$ cat src/rtl/ttl_uart_pkg.sv
// Shared types, state encodings and helpers for the half-duplex TTL UART.
package ttl_uart_pkg;

  typedef enum logic [1:0] {
    PAR_NONE = 2'd0,
    PAR_ODD  = 2'd1,
    PAR_EVEN = 2'd2
  } parity_e;

  typedef logic [2:0] tx_state_e;
  localparam tx_state_e TX_IDLE  = 3'd0;
  localparam tx_state_e TX_START = 3'd1;
  localparam tx_state_e TX_DATA  = 3'd2;
  localparam tx_state_e TX_PAR   = 3'd3;
  localparam tx_state_e TX_STOP  = 3'd4;
  localparam tx_state_e TX_GUARD = 3'd5;

  typedef logic [2:0] rx_state_e;
  localparam rx_state_e RX_IDLE      = 3'd0;
  localparam rx_state_e RX_START_CHK = 3'd1;
  localparam rx_state_e RX_DATA      = 3'd2;
  localparam rx_state_e RX_PAR       = 3'd3;
  localparam rx_state_e RX_STOP      = 3'd4;
  localparam rx_state_e RX_PUSH      = 3'd5;

  localparam int unsigned MIN_BAUD_DIV = 4;

  // Callers zero-extend narrower data; the extra zeros do not change the XOR.
  function automatic logic parity_calc(input logic [8:0] data, input parity_e mode);
    return (^data) ^ (mode == PAR_ODD);
  endfunction

endpackage

$ cat src/rtl/ttl_uart_fifo.sv
// Synchronous show-ahead FIFO; a push into a full FIFO is taken only with a same-cycle pop.
module ttl_uart_fifo #(
  parameter int unsigned WIDTH = 10,
  parameter int unsigned DEPTH = 16
) (
  input  logic             clk,
  input  logic             rst_n,
  input  logic             push,
  input  logic             pop,
  input  logic [WIDTH-1:0] wdata,
  output logic [WIDTH-1:0] rdata,
  output logic             full,
  output logic             empty
);
  localparam int unsigned AW = $clog2(DEPTH);

  logic [WIDTH-1:0] mem [DEPTH];
  logic [AW:0]      wptr, rptr;
  logic             do_push, do_pop;

  assign empty   = (wptr == rptr);
  assign full    = (wptr[AW] != rptr[AW]) && (wptr[AW-1:0] == rptr[AW-1:0]);
  assign do_pop  = pop & ~empty;
  assign do_push = push & (~full | do_pop);
  assign rdata   = mem[rptr[AW-1:0]];

  always_ff @(posedge clk or negedge rst_n) begin
    if (!rst_n) begin
      wptr <= '0;
      rptr <= '0;
    end else begin
      if (do_push) wptr <= wptr + (AW+1)'(1);
      if (do_pop)  rptr <= rptr + (AW+1)'(1);
    end
  end

  always_ff @(posedge clk) begin
    if (do_push) mem[wptr[AW-1:0]] <= wdata;
  end

endmodule

$ cat src/rtl/ttl_uart_hd.sv
// Half-duplex single-wire UART: runtime divisor, configurable framing, RX FIFO with overrun.
module ttl_uart_hd
  import ttl_uart_pkg::*;
#(
  parameter int unsigned DATA_BITS     = 8,
  parameter int unsigned PARITY        = 0,
  parameter int unsigned STOP_BITS     = 1,
  parameter int unsigned RX_FIFO_DEPTH = 16,
  parameter int unsigned DIV_W         = 16,
  parameter int unsigned GUARD_BITS    = 1
) (
  input  logic                 clk,
  input  logic                 rst_n,
  input  logic [DIV_W-1:0]     baud_div,
  input  logic                 half_duplex_en,
  input  logic [DATA_BITS-1:0] tx_data,
  input  logic                 tx_valid,
  output logic                 tx_ready,
  output logic                 tx_active,
  output logic [DATA_BITS-1:0] rx_data,
  output logic [1:0]           rx_err,
  output logic                 rx_valid,
  input  logic                 rx_ready,
  output logic                 rx_overrun,
  input  logic                 clr_overrun,
  input  logic                 serial_i,
  output logic                 serial_o,
  output logic                 serial_oe
);
  localparam int unsigned BCW      = $clog2(DATA_BITS + 1);
  localparam parity_e     PAR_MODE = parity_e'(PARITY[1:0]);

  logic [DIV_W-1:0] div_eff;
  assign div_eff = (baud_div < DIV_W'(MIN_BAUD_DIV)) ? DIV_W'(MIN_BAUD_DIV) : baud_div;

  // ---------------- TX ----------------
  tx_state_e            tx_state;
  logic [DIV_W-1:0]     tx_div, tx_cnt;
  logic [BCW-1:0]       tx_bit;
  logic [DATA_BITS-1:0] tx_sh;
  logic                 tx_par, init_done, tx_tick;

  assign tx_tick   = (tx_cnt == tx_div - DIV_W'(1));
  assign tx_ready  = (tx_state == TX_IDLE) & half_duplex_en & init_done;
  assign tx_active = (tx_state != TX_IDLE);
  assign serial_oe = tx_active;

  always_comb begin
    serial_o = 1'b1;
    if (tx_state == TX_START)     serial_o = 1'b0;
    else if (tx_state == TX_DATA) serial_o = tx_sh[0];
    else if (tx_state == TX_PAR)  serial_o = tx_par;
  end

  always_ff @(posedge clk or negedge rst_n) begin
    if (!rst_n) begin
      tx_state  <= TX_IDLE;
      tx_div    <= DIV_W'(MIN_BAUD_DIV);
      tx_cnt    <= '0;
      tx_bit    <= '0;
      tx_sh     <= '0;
      tx_par    <= 1'b0;
      init_done <= 1'b0;
    end else begin
      init_done <= 1'b1;
      if (tx_state == TX_IDLE) begin
        if (tx_valid && tx_ready) begin
          tx_sh    <= tx_data;
          tx_par   <= parity_calc(9'(tx_data), PAR_MODE);
          tx_div   <= div_eff;
          tx_cnt   <= '0;
          tx_bit   <= '0;
          tx_state <= TX_START;
        end
      end else if (!tx_tick) begin
        tx_cnt <= tx_cnt + DIV_W'(1);
      end else begin
        tx_cnt <= '0;
        tx_bit <= tx_bit + BCW'(1);
        case (tx_state)
          TX_START: begin
            tx_bit   <= '0;
            tx_state <= TX_DATA;
          end
          TX_DATA: begin
            tx_sh <= tx_sh >> 1;
            if (tx_bit == BCW'(DATA_BITS - 1)) begin
              tx_bit   <= '0;
              tx_state <= (PAR_MODE != PAR_NONE) ? TX_PAR : TX_STOP;
            end
          end
          TX_PAR: begin
            tx_bit   <= '0;
            tx_state <= TX_STOP;
          end
          TX_STOP: begin
            if (tx_bit == BCW'(STOP_BITS - 1)) begin
              tx_bit   <= '0;
              tx_state <= TX_GUARD;
            end
          end
          default: begin
            if (tx_bit == BCW'(GUARD_BITS - 1)) tx_state <= TX_IDLE;
          end
        endcase
      end
    end
  end

  // ---------------- RX ----------------
  rx_state_e            rx_state;
  logic [DIV_W-1:0]     rx_div, rx_cnt;
  logic [BCW-1:0]       rx_bit;
  logic [DATA_BITS-1:0] rx_sh;
  logic                 sync1, sync2, armed, rx_perr, rx_ferr, rx_tick;

  assign rx_tick = (rx_cnt == rx_div - DIV_W'(1));

  // armed means the line has been seen high, so a later low is a genuine falling edge.
  always_ff @(posedge clk or negedge rst_n) begin
    if (!rst_n) begin
      sync1    <= 1'b1;
      sync2    <= 1'b1;
      rx_state <= RX_IDLE;
      rx_div   <= DIV_W'(MIN_BAUD_DIV);
      rx_cnt   <= '0;
      rx_bit   <= '0;
      rx_sh    <= '0;
      rx_perr  <= 1'b0;
      rx_ferr  <= 1'b0;
      armed    <= 1'b0;
    end else begin
      sync1 <= serial_i;
      sync2 <= sync1;
      if (serial_oe) begin
        rx_state <= RX_IDLE;
        armed    <= 1'b0;
      end else begin
        case (rx_state)
          RX_IDLE: begin
            if (armed && !sync2) begin
              rx_state <= RX_START_CHK;
              rx_div   <= div_eff;
              rx_cnt   <= '0;
              rx_perr  <= 1'b0;
              armed    <= 1'b0;
            end else begin
              armed <= sync2;
            end
          end
          RX_START_CHK: begin
            if (rx_cnt == (rx_div >> 1)) begin
              rx_cnt   <= '0;
              rx_bit   <= '0;
              rx_state <= sync2 ? RX_IDLE : RX_DATA;
            end else begin
              rx_cnt <= rx_cnt + DIV_W'(1);
            end
          end
          RX_PUSH: rx_state <= RX_IDLE;
          default: begin
            if (!rx_tick) begin
              rx_cnt <= rx_cnt + DIV_W'(1);
            end else begin
              rx_cnt <= '0;
              if (rx_state == RX_DATA) begin
                rx_sh  <= {sync2, rx_sh[DATA_BITS-1:1]};
                rx_bit <= rx_bit + BCW'(1);
                if (rx_bit == BCW'(DATA_BITS - 1))
                  rx_state <= (PAR_MODE != PAR_NONE) ? RX_PAR : RX_STOP;
              end else if (rx_state == RX_PAR) begin
                rx_perr  <= sync2 ^ parity_calc(9'(rx_sh), PAR_MODE);
                rx_state <= RX_STOP;
              end else begin
                rx_ferr  <= ~sync2;
                rx_state <= RX_PUSH;
              end
            end
          end
        endcase
      end
    end
  end

  // ---------------- FIFO ----------------
  logic                 push, full, empty;
  logic [DATA_BITS+1:0] rdata;

  assign push = (rx_state == RX_PUSH);

  ttl_uart_fifo #(
    .WIDTH(DATA_BITS + 2),
    .DEPTH(RX_FIFO_DEPTH)
  ) u_fifo (
    .clk  (clk),
    .rst_n(rst_n),
    .push (push),
    .pop  (rx_ready),
    .wdata({rx_perr, rx_ferr, rx_sh}),
    .rdata(rdata),
    .full (full),
    .empty(empty)
  );

  assign rx_valid = ~empty;
  assign rx_data  = empty ? '0 : rdata[DATA_BITS-1:0];
  assign rx_err   = empty ? '0 : rdata[DATA_BITS+:2];

  always_ff @(posedge clk or negedge rst_n) begin
    if (!rst_n)                          rx_overrun <= 1'b0;
    else if (push && full && !rx_ready)  rx_overrun <= 1'b1;
    else if (clr_overrun)                rx_overrun <= 1'b0;
  end

endmodule
$ cat config.mk
export PLATFORM = sky130hd
export DESIGN_NAME = ttl_uart_hd
export DESIGN_NICKNAME = d
export VERILOG_FILES = /design/src/rtl/ttl_uart_pkg.sv /design/src/rtl/ttl_uart_fifo.sv /design/src/rtl/ttl_uart_hd.sv
export SDC_FILE = /design/constraint.sdc
export NUM_CORES = 1
export LEC_CHECK = 0
export ABC_AREA = 1
export BUFFER_PORTS_ARGS = -buffer_cell sky130_fd_sc_hd__buf_2
export CAP_MARGIN = 30
export CORE_MARGIN = 5
export CORE_UTILIZATION = 30
export CTS_CLUSTER_SIZE = 25
export DETAILED_ROUTE_END_ITERATION = 10
export PLACE_DENSITY = 0.46
export SLEW_MARGIN = 10
export SYNTH_ARGS = -nofsm -noshare
export SYNTH_HDL_FRONTEND = slang
export SYNTH_SLANG_ARGS = --single-unit
$ cat constraint.sdc
create_clock -name clk -period 2.2 [get_ports clk]
set_clock_uncertainty 0.1 [all_clocks]
set_input_delay 0.33 -clock clk [delete_from_list [all_inputs] [get_ports clk]]
set_output_delay 0.33 -clock clk [all_outputs]
set_load 0.1 [all_outputs]
==> impl_metrics.toml <==
[synthesis]
ys_ff_latch = 272
async_flop_share_pct = 41.18
yosysWarnings = 0
synthTopCellsByArea = "edfxtp_1 (36%), dfrtp_1 (20%), nand2_1 (7.9%)"
yosys.area.top_type_share_pct = 36.13
netlist_instances = 1410
synthDistinctLibCells = 40
synth_edf_count = 160
synth_ff_type = "edfxtp_1"
avgSynthCellArea_sq_um = 9.432
syn_nets = 1453
syn-cell-area_sq_um = 13300
yosys.area.top_type = "edfxtp_1"
yosysSeqAreaShare_pct = 57.24

[clock_tree]
clkTransAtPathRegs_ps = 60
cts.sinks = 272
cts_tree = "built"
cts_made_buffers = 31
clockBufferDepth = 3
htree_levels = 1
cts_root_buffer = "clkbuf_16"
insertion_delay_ps = 580

[setup_path]
cp-end-kind = "output pin"
startpoint_type = "flop"
crit_fanout = 5
path_class = "flop to output pin"
cp.arrival_ps = 2320
slowest_stage = "dfrtp_2"
crit_path_max_incr_delay_ps = 440
cpMostUsedCell = "buf_12"
crit_required_ps = 1770
cp_cell_sequence = "inv_2 > buf_8 > buf_12 > clkbuf_16 > o21ai_0 > o221ai_1 > nand3_2 > a21oi_4 > buf_12"

[detailed_routing]
wl_per_cell_um = 16.89
ant_nets = 0
drc = 0
routed_via_density = 4.667
first_pass_iters = 5
initialDrtViolationCount = 574
via_count = 10879
wl_um = 39360

[finish]
nets = 1755
layout.cells.non_filler = 2331
drive_above_1_share_pct = 35.81
synthToLayoutAreaGrowth_pct = 47.59
final_cell_mix = "nand2_1 (226), buf_4 (169), edfxtp_1 (160)"
fillers = 4176
mostFrequentLayoutCell = "nand2_1"

[status]
run_status = "finished, violations left"
violations = "negative setup slack"

[sta]
drv_slew = 0
slew_headroom_pct = 52.20
hold_viol = 0
fin_crit_sh_pct = 125.0
setup_violations = 44
max_freq_ghz = 0.3635
fin_ws_ps = -551.0
worstMarginPinSlew_ps = 716.9
rsz0062_at_grt = "yes"
min_period_ps = 2751

[run]
maxCapViolCount = 0

[placed_design]
gp_congestion = 0.8101
hpwlAfterDp_um = 25670
place_inst = 2185
io_buffers = 46

[floorplan]
die_x_um = 220.5
ios = 47
dieArea_sq_um = 48640
die_h_um = 220.5
fp-row-count = 77
core_area_sq_um = 44030
initial_core_util_pct = 30.21

[power_and_ir_drop]
power_density_nw_per_um2 = 1452
p_leak_nw = 7.861
power_w = 0.02850
peakVddDrop_v = 0.002241

[global_route]
grt_max_degree = 42
antenna_found_initial = 2
grt_pass1_wl_um = 60710
grt_pass1_vias = 10933
grt_use_total_pct = 15.76
grt_overflow = 0

[min_path]
hold_class = "input port to flop"
[layer usage]
| metal | track usage (%) | vias to the layer above | share of wire (%) | wire (um) |
|---|---|---|---|---|
| met3 | 2.353 | 46 | 3.4 | 1325 |
| met2 | 26.82 | 166 | 49 | 19260 |
| li1 | - | 5399 | - | - |
| met1 | 21.72 | 5268 | 46 | 18040 |
| met4 | 2.853 | 0 | 1.9 | 738 |
| met5 | 0 | - | 0 | 0 |
[through the flow]
| stage | cell area, sq um | hold slack [ps] | setup TNS, ps | setup slack, ps | util, % |
|---|---|---|---|---|---|
| after floorplan | 13510 | -65.59 | -824.2 | -50.24 | - |
| after global placement | 16110 | 179.9 | -10520 | -326.4 | 36.59 |
| after detailed placement | 16110 | 182.7 | -13320 | -301.8 | 36.59 |
| after CTS | 18740 | 12.84 | -12990 | -596.4 | 42.56 |
| after global routing | 19630 | 52.02 | -20130 | -632.7 | 44.58 |
| final | 19630 | 35.74 | -9576 | -551.0 | 44.58 |
[cell type report]
| cell class | instances | area (sq um) | share of cell area (%) |
|---|---|---|---|
| repair buffers | 317 | 3333 | 16.98 |
| repair inverters | 1 | 16.27 | 0.08287 |
| multi-input cells | 969 | 6332 | 32.26 |
| flip-flops and latches | 272 | 7620 | 38.82 |
| inverters | 120 | 491.7 | 2.505 |
| clock inverters | 15 | 167.7 | 0.8542 |
| clock buffers | 43 | 920.9 | 4.692 |
| well taps | 592 | 740.7 | 3.774 |
| diodes | 2 | 5.005 | 0.02550 |
[where the power goes]
| part | switching, W | internal [W] | leakage (nW) |
|---|---|---|---|
| Clock | 0.00214 | 0.00327 | 0.548 |
| Sequential | 0.000801 | 0.00618 | 2.76 |
| Combinational | 0.00907 | 0.00705 | 4.56 |
| Total | 0.0120 | 0.0165 | 7.86 |
[cells in the mapped netlist, types with 3 or more instances]
library cell / count
a21oi_1: 20
buf_2: 7
clkbuf_1: 36
dfrtp_1: 108
dfstp_2: 4
edfxtp_1: 160
ha_1: 12
inv_1: 116
nand2_1: 280
nand2_2: 7
nand3_1: 84
nand3b_1: 13
nand4_1: 11
nor2_1: 195
nor2_2: 7
nor2_4: 3
nor3_1: 23
nor4_1: 10
o21ai_0: 140
o221ai_1: 40
o22ai_1: 12
or2_2: 6
xnor2_1: 35
xor2_1: 58
[kinds of logic (layout without fill, tap and decap cells)]
family                   Yosys count  in the layout  share of synthesized area, %
buffers and inverters            169            496                         5.005
XOR/XNOR                          94             94                         6.294
AO/OA/AOI/OAI                    217            217                         9.502
AND/OR/NAND/NOR                  645            645                         20.80
adder cells (fa/ha/maj)           12             12                         1.129
flip-flops                       272            272                         57.24
other                              1              3                       0.02820
[critical path: cells and delay by family, from the launching register on]
kind	cells	cell delay (ps)
AOI/OAI and AO/OA	3	460
buffers and inverters	5	680
DFF	1	440
and+or+nand+nor	1	150
[final timing paths]
path / slack [ps] / depth (start not counted) / to / from
worst max register to register: -200 / 16 / rx_sh[1]$_DFFE_PN0P_ / rx_div[1]$_DFFE_PN0P_
max in group asynchronous: 1230 / 3 / u_fifo.rptr[0]$_DFFE_PN0P_ / rst_n
worst min-delay path: 40 / 5 / tx_sh[4]$_DFFE_PN0P_ / tx_data[4]
worst min register to register: 270 / 0 / sync2$_DFF_PN1_ / sync1$_DFF_PN1_
min in group asynchronous: 110 / 2 / tx_cnt[0]$_DFFE_PN0P_ / rst_n
worst max-delay path: -550 / 9 / rx_data[4] / u_fifo.rptr[1]$_DFFE_PN0P_
[flip-flops by register name, indices dropped and copies added (netlist names), 4 cells and up]
register     cells
u_fifo.mem     160
rx_cnt          16
rx_div          16
tx_cnt          16
tx_div          16
rx_sh            8
tx_sh            8
u_fifo.rptr      5
u_fifo.wptr      5
rx_bit           4
tx_bit           4
[what timing repair did]
| item | CTS | global route |
|---|---|---|
| resized for setup | 217 | 184 |
| hold buffers | 27 | 0 |
| hold endpoints to repair | 152 | 0 |
| endpoints found under the setup margin | 107 | 231 |
| setup buffers | 33 | 15 |
| gates cloned | 10 | 8 |
| pin swaps | 73 | 87 |
Note: power is estimated with default switching activity, not from simulation.
